`src/rtl/seg_pkg.sv`:
```
// Shared definitions for the multiplexed 4-digit seven-segment scanner:
// segment pattern table, blank/none constants, slot encodings and the
// shadow-register bundle.
package seg_pkg;

  // Active-low segment pattern when every segment is dark.
  localparam logic [6:0] SEG_OFF  = 7'h7F;
  // Active-low digit enables with no digit selected.
  localparam logic [3:0] DIG_NONE = 4'b1111;

  // Active-low {g,f,e,d,c,b,a} patterns for hex digits 0..F.
  // The packed array is indexed by the nibble value, so entry 0 sits
  // at the rightmost position of the concatenation.
  localparam logic [15:0][6:0] SEG_TABLE = {
    7'h0E, 7'h06, 7'h21, 7'h46, 7'h03, 7'h08, 7'h10, 7'h00,
    7'h78, 7'h02, 7'h12, 7'h19, 7'h30, 7'h24, 7'h79, 7'h40
  };

  // Slot index: also the bit position of the active digit enable.
  typedef enum logic [1:0] {
    SLOT_ANS_L = 2'd0,
    SLOT_ANS_H = 2'd1,
    SLOT_NUM2  = 2'd2,
    SLOT_NUM1  = 2'd3
  } slot_e;

  // Captured operand/result nibbles shown on the display.
  typedef struct packed {
    logic [3:0] num1;
    logic [3:0] num2;
    logic [3:0] ans_h;
    logic [3:0] ans_l;
  } shadow_t;

  // Active-low one-hot digit enable for a slot.
  function automatic logic [3:0] dig_sel(slot_e s);
    return ~(4'b0001 << s);
  endfunction

endpackage

```
`src/rtl/seg_dec.sv`:
```
// Combinational hex nibble to active-low seven-segment decoder.
module seg_dec
  import seg_pkg::*;
(
  input  logic [3:0] nib,
  output logic [6:0] seg
);

  // Straight table lookup; every nibble value has an entry.
  assign seg = SEG_TABLE[nib];

endmodule

```
`src/rtl/seg_scan.sv`:
```
// Four-digit multiplexed seven-segment scanner with registered outputs.
// Each digit slot lasts SCAN_DIV cycles; the first BLANK_CYC cycles of a
// slot are dark to stop ghosting between digits.
// Optional build macro SEG_SCAN_LZ_BLANK_EN: when defined, a zero high
// result nibble is shown dark instead of as '0' (digit enable stays on).
module seg_scan
  import seg_pkg::*;
#(
  parameter int SCAN_DIV  = 50000,
  parameter int BLANK_CYC = 500
) (
  input  logic       clk,
  input  logic       rst_n,
  input  logic       load,
  input  logic [3:0] num1_seg,
  input  logic [3:0] num2_seg,
  input  logic [3:0] ans_h,
  input  logic [3:0] ans_l,
  output logic [3:0] dig_n,
  output logic [6:0] seg,
  output logic       frame_tick
);

  localparam int CNT_W = $clog2(SCAN_DIV);

  logic [CNT_W-1:0] cnt;
  slot_e            idx;
  shadow_t          shadow;
  logic [3:0]       nib;
  logic [6:0]       dec_seg;
  logic [6:0]       slot_seg;
  logic             slot_end;
  logic             blank;

  assign slot_end = (cnt == CNT_W'(SCAN_DIV - 1));
  // Signed compare keeps BLANK_CYC=0 well-defined (never blank).
  assign blank    = (int'(cnt) < BLANK_CYC);

  // Pick the shadow nibble belonging to the current slot.
  // NOTE: a default assignment first means no path leaves nib unassigned, so no latch is inferred.
  always_comb begin
    nib = shadow.ans_l;
    unique case (idx)
      SLOT_ANS_L: nib = shadow.ans_l;
      SLOT_ANS_H: nib = shadow.ans_h;
      SLOT_NUM2:  nib = shadow.num2;
      SLOT_NUM1:  nib = shadow.num1;
    endcase
  end

  seg_dec u_dec (
    .nib (nib),
    .seg (dec_seg)
  );

  // Optional leading-zero suppression on the high result digit.
  always_comb begin
`ifdef SEG_SCAN_LZ_BLANK_EN
    slot_seg = dec_seg;
    if (idx == SLOT_ANS_H && shadow.ans_h == 4'h0) slot_seg = SEG_OFF;
`else
    slot_seg = dec_seg;
`endif
  end

  // Prescaler, slot index and shadow capture; reset discards the partial slot.
  // NOTE: sequential state uses non-blocking assignments so every flop samples pre-edge values.
  always_ff @(posedge clk) begin
    if (!rst_n) begin
      cnt    <= '0;
      idx    <= SLOT_ANS_L;
      shadow <= '0;
    end else begin
      cnt <= slot_end ? '0 : cnt + CNT_W'(1);
      if (slot_end) idx <= slot_e'(idx + 2'd1);
      if (load) shadow <= '{num1: num1_seg, num2: num2_seg, ans_h: ans_h, ans_l: ans_l};
    end
  end

  // Registered display outputs and end-of-frame pulse from the current state.
  always_ff @(posedge clk) begin
    if (!rst_n) begin
      dig_n      <= DIG_NONE;
      seg        <= SEG_OFF;
      frame_tick <= 1'b0;
    end else begin
      dig_n      <= blank ? DIG_NONE : dig_sel(idx);
      seg        <= blank ? SEG_OFF  : slot_seg;
      frame_tick <= slot_end && (idx == SLOT_NUM1);
    end
  end

endmodule

```
`config.mk`:
```
export PLATFORM = sky130hd
export DESIGN_NAME = seg_scan
export DESIGN_NICKNAME = d
export VERILOG_FILES = /design/src/rtl/seg_pkg.sv /design/src/rtl/seg_dec.sv /design/src/rtl/seg_scan.sv
export SDC_FILE = /design/constraint.sdc
export NUM_CORES = 1
export LEC_CHECK = 0
export CORE_ASPECT_RATIO = 0.75
export CORE_MARGIN = 3
export CORE_UTILIZATION = 57
export DETAILED_ROUTE_END_ITERATION = 7
export GPL_TIMING_DRIVEN = 0
export PLACE_DENSITY_LB_ADDON = 0.12
export SYNTH_ARGS = -nofsm -noshare
export SYNTH_HDL_FRONTEND = slang
export SYNTH_SLANG_ARGS = --single-unit
export TNS_END_PERCENT = 30
```
`constraint.sdc`:
```
create_clock -name clk -period 3.25 [get_ports clk]
set_input_delay 0.4875 -clock clk [delete_from_list [all_inputs] [get_ports clk]]
set_output_delay 0.4875 -clock clk [all_outputs]
set_load 0.02 [all_outputs]
```
# Word-level counts from Yosys, hierarchy flattened
# Memory sizes are Yosys's and may differ from the RTL's. A register that Yosys moved wholly into a read port is not among the register bits.
# Index checks and enable logic that the tools add are counted.
classes:
  bitwise: 2
  multipliers: 0
  n_lt_le_gt_ge: 1
  div: 0
  mux: 1
  n_reduce_logical: 4
  n_eq_ne: 4
  addsub: 2
  shift: 1
op_table:
  columns: ["cell", "n"]
  rows:
  - ["$add A16 B1 Y16 const B", 1]
  - ["$eq A16 B16 Y1 const B", 1]
  - ["$lt A16 B9 Y1 const B", 1]
  - ["$pmux W4 S4", 1]
  - ["$eq A2 B2 Y1 const B", 2]
  - ["$not A4 Y4", 1]
  - ["$reduce_or A2 Y1", 2]
  - ["$shl A1 B2 Y4 const A", 1]
  - ["$add A2 B1 Y2 const B", 1]
  - ["$eq A2 B1 Y1 const B", 1]
  - ["$logic_not A2 Y1", 1]
  - ["$logic_and A1 B1 Y1", 1]
  - ["$not A1 Y1", 1]
totals:
  input_bits: 19
  romBits: 112
  n_memories: 1
  reg_bits: 39
  latch_bits: 0
  ramBits: 0
mem_list:
  columns: ["name", "words", "width", "read_ports", "rd_clocked_by_memory_dff", "wr", "line", "source"]
  rows:
  - ["(no name shown)", 16, 7, 1, 1, 0, "seg_dec.sv:10", "assign seg = SEG_TABLE[nib];"]

# Longest topological paths before layout
logic_depth:
  depth_word: 2
  ltp_mapped: 9

# Cells and area by module
# A second synthesis with hierarchy kept.
unflattened:
  hier_cells: 218
  area_unflattened_um2: 2162.1
by_module_without_submodules:
  columns: ["mod", "cells_each", "instances", "area_each_um2"]
  rows:
  - ["seg_scan", 186, 1, 1886.8]
  - ["seg_dec", 32, 1, 275.3]

# Worst setup path before layout
# No wires, ideal clock.
synth_timing:
  path_type: "register to register"
  from: "register idx[0]"
  to: "register seg[3]"
  stages_incl_launch_ff: 10
  setup_slack_ns: 1.141
  setup_ns: 0.137
  period_less_slack_ns: 2.109
  t_arrival_ns: 1.972
  t_required_ns: 3.113
  cell_sequence: "dfxtp_1 > inv_1 > ha_1 > clkbuf_1 > mux2i_1 > inv_1 > ha_1 > nor2_1 > a211oi_1 > o21ai_0"
synth_via:
  elab_chain_len: 2
  word_cells_on_any_way: 5
synth_lines:
  columns: ["item", "line", "source"]
  rows:
  - ["start, declared", "seg_scan.sv:27", "slot_e idx;"]
  - ["start signal, assigned", "seg_scan.sv:75", "if (slot_end) idx <= slot_e'(idx + 2'd1);"]
  - ["$eq A2 B2 Y1 (tied with other cells)", "seg_scan.sv:43", "unique case (idx)"]
  - ["$pmux W4 S4 (*)", "seg_scan.sv:43", null]
  - ["end, declared", "seg_scan.sv:20", "output logic [6:0] seg,"]
# Mark *: on every way between the ends. The rest lies on a longest branch, timed or not.
# A chain may end at the register's enable or synchronous reset.

# Worst setup path in the final report
# Ends and elaborated chain as after synthesis.

==> flow_summary.json <==
{
  "startpoint_type": "flip-flop",
  "fin_setup_tns_ns": 0,
  "track_usage_pct": 20.13,
  "hold_slack_ns": 0.4665,
  "period_share_pct": 76.37,
  "drive_gt1_share_pct": 5.285,
  "core_um2": 3378,
  "synth_cell_types": 36,
  "p_per_area_nw_per_um2": 401.6,
  "wl_per_cell_um": 13.85,
  "synth_seq_cells": 46,
  "synth_cells": 210,
  "synthMuxAreaShare_pct": 11.20,
  "areaGrowthSynthToFinish_pct": 20.28,
  "synth_top_area_share_pct": 44.55,
  "die_h_um": 58.15,
  "die_area_um2": 4392,
  "worst-slew-pin-transition_ns": 0.8398,
  "hp-class": "reg -> reg",
  "slew_headroom_pct": 43.50,
  "critical_path_class": "reg -> reg",
  "fin_skew_ns": 0.005709,
  "root_buffer": "clkbuf_8",
  "clk_pin_slew_ns": 0.08,
  "cts_tree": "yes",
  "hold_viol": 0,
  "htree_levels": 2,
  "cts_resized": 0,
  "routed_via_density": 5.416,
  "grt_pass1_vias": 1407,
  "postRouteAntennaNets": 0,
  "io_buffers": 29,
  "clock-sinks": 46,
  "rsz0062_at_grt": "no",
  "nets": 277,
  "synth_edf_count": 0,
  "diodes": 0,
  "gr-total-overflow": 0,
  "critPathMaxFanout": 6,
  "end_kind": "flip-flop",
  "yosysMostFrequentCell": "dfxtp_1",
  "async_flop_share_pct": 0,
  "yosys.area_share.simple_pct": 19.25,
  "io_pins": 31,
  "grt_pass1_wl_um": 6679,
  "peakVddDrop_v": 0.0003321,
  "initial_core_util_pct": 61.19,
  "vias": 1549,
  "syn-num-nets": 241,
  "drc": 0,
  "cts_buffer_depth": 2,
  "place.gp.congestion": 0.8222,
  "max_freq_mhz": 402.9,
  "synth_xor_xnor_area_share_pct": 6.356,
  "synth_top_family_by_area": "simple AND/OR/NAND/NOR gates",
  "synth_area_leaders": "dfxtp_1, mux2i_1, ha_1, nor2b_1, xor2_1",
  "rows": 18,
  "synth_area_um2": 2067,
  "cts_buffers": 5,
  "avgSynthCellArea_um2": 9.843,
  "antenna_found_initial": 0,
  "synthTopCellsByCount": "dfxtp_1, mux2i_1, nor2_1, nor2b_1, nand2_1",
  "yosysTopAreaCell": "dfxtp_1",
  "synth_fa_ha_area_share_pct": 7.264,
  "yosysWarnings": 0,
  "status": "complete, no violations",
  "first_pass_iters": 4,
  "seq_area_frac_synth_pct": 44.55,
  "clkLatencyLatePin_ns": 0.29,
  "drv_cap": 0,
  "dpl.hpwl_um": 2945,
  "finalCriticalPeriod_ns": 2.482,
  "initialDrtViolationCount": 90,
  "cts_setup_buffers": 0,
  "die_w_um": 75.54,
  "grt_max_degree": 14,
  "drt-total-wl_um": 3962,
  "crit_arrival_ns": 2.64,
  "ys.flop_type": "dfxtp_1",
  "cp.required_ns": 3.41,
  "synth-compound-area-share_pct": 7.506,
  "hold_buffers": 0,
  "leakage_nw": 0.9714,
  "final-max-slew-violation-count": 0,
  "setup_violations": 0
}
==> layout by cell type, fill, tap and decap left out, drive strengths merged, types with 9 or more instances in the layout <==
master / synthesis / final
nor2b: 16 / 16
ha: 12 / 12
nand2: 15 / 15
inv: 10 / 10
clkdlybuf4s50: 0 / 29
clkbuf: 7 / 12
mux2i: 22 / 22
dfxtp: 46 / 46
nor2: 19 / 19
xor2: 9 / 9
==> sequential cells by signal (all words and copies together) (netlist names) <==
signal      cells
cnt            16
dig_n           4
frame_tick      1
idx             2
seg             7
shadow         16
==> metrics by stage <==
stage | instances | cell area, um2 | setup slack (ns) | total power, W | util [%]
finish | 286 | 2486 | 0.7680 | 0.0009984 | 73.59
global route | 286 | 2486 | 0.5745 | 0.001047 | 73.59
CTS | 286 | 2486 | 0.7784 | 0.001007 | 73.59
detailed placement | 279 | 2407 | 0.7796 | 0.0006888 | 71.26
global placement | 279 | 2407 | 0.8220 | 0.0006863 | 71.26
floorplan | 210 | 2067 | 1.141 | 0.0006529 | -
==> routing by layer <==
layer / up-vias / track usage, % / wire, um
met1: 712 / 29.84 / 2027
li1: 790 / - / -
met2: 40 / 28.54 / 1685
met5: - / 0 / 0
met4: 0 / 6.733 / 55
met3: 7 / 4.679 / 194
==> worst max-delay path, stage by stage (launching register included) <==
cell and delay [ns]:
dfxtp_1 0.35, inv_1 0.11, ha_1 0.15, clkbuf_1 0.29
mux2i_1 0.57, inv_1 0.18, ha_1 0.35, nor2_1 0.05
a211oi_1 0.19, o21ai_0 0.11
==> power by group <==
group | total [W] | switching (W) | internal, W
logic | 0.0000894 | 0.0000418 | 0.0000476
clock network | 0.000322 | 0.000178 | 0.000144
registers | 0.000587 | 0.00000853 | 0.000578
total | 0.000998 | 0.000228 | 0.000770
==> final cells by class <==
| cell class | count | area (um2) |
|---|---|---|
| Buffer | 9 | 42.54 |
| Clock buffer | 5 | 68.82 |
| Clock inverter | 2 | 10.01 |
| Fill cell | 263 | 892.1 |
| Inverter | 10 | 37.54 |
| Multi-Input combinational cell | 145 | 1066 |
| Sequential cell | 46 | 920.9 |
| Tap cell | 40 | 50.05 |
| Timing Repair Buffer | 29 | 290.3 |
==> final timing paths <==
kind / slack (ns) / endpoint / start / depth (start not counted)
worst min-delay path: 0.47 / cnt[0] / cnt[0] / 1
worst max register to register: 0.77 / seg[3] / idx[0] / 9
worst max-delay path: 0.77 / seg[3] / idx[0] / 9
worst min register to register: 0.47 / cnt[0] / cnt[0] / 1
==> logic make-up after synthesis <==
group,Yosys count
AOI/OAI and AO/OA,21
xor gates and xnor gates,15
adders and majority gates,12
buffers and inverters,19
DFF,46
muxes,23
and+or+nand+nor,74
(Power assumes the default switching activity.)
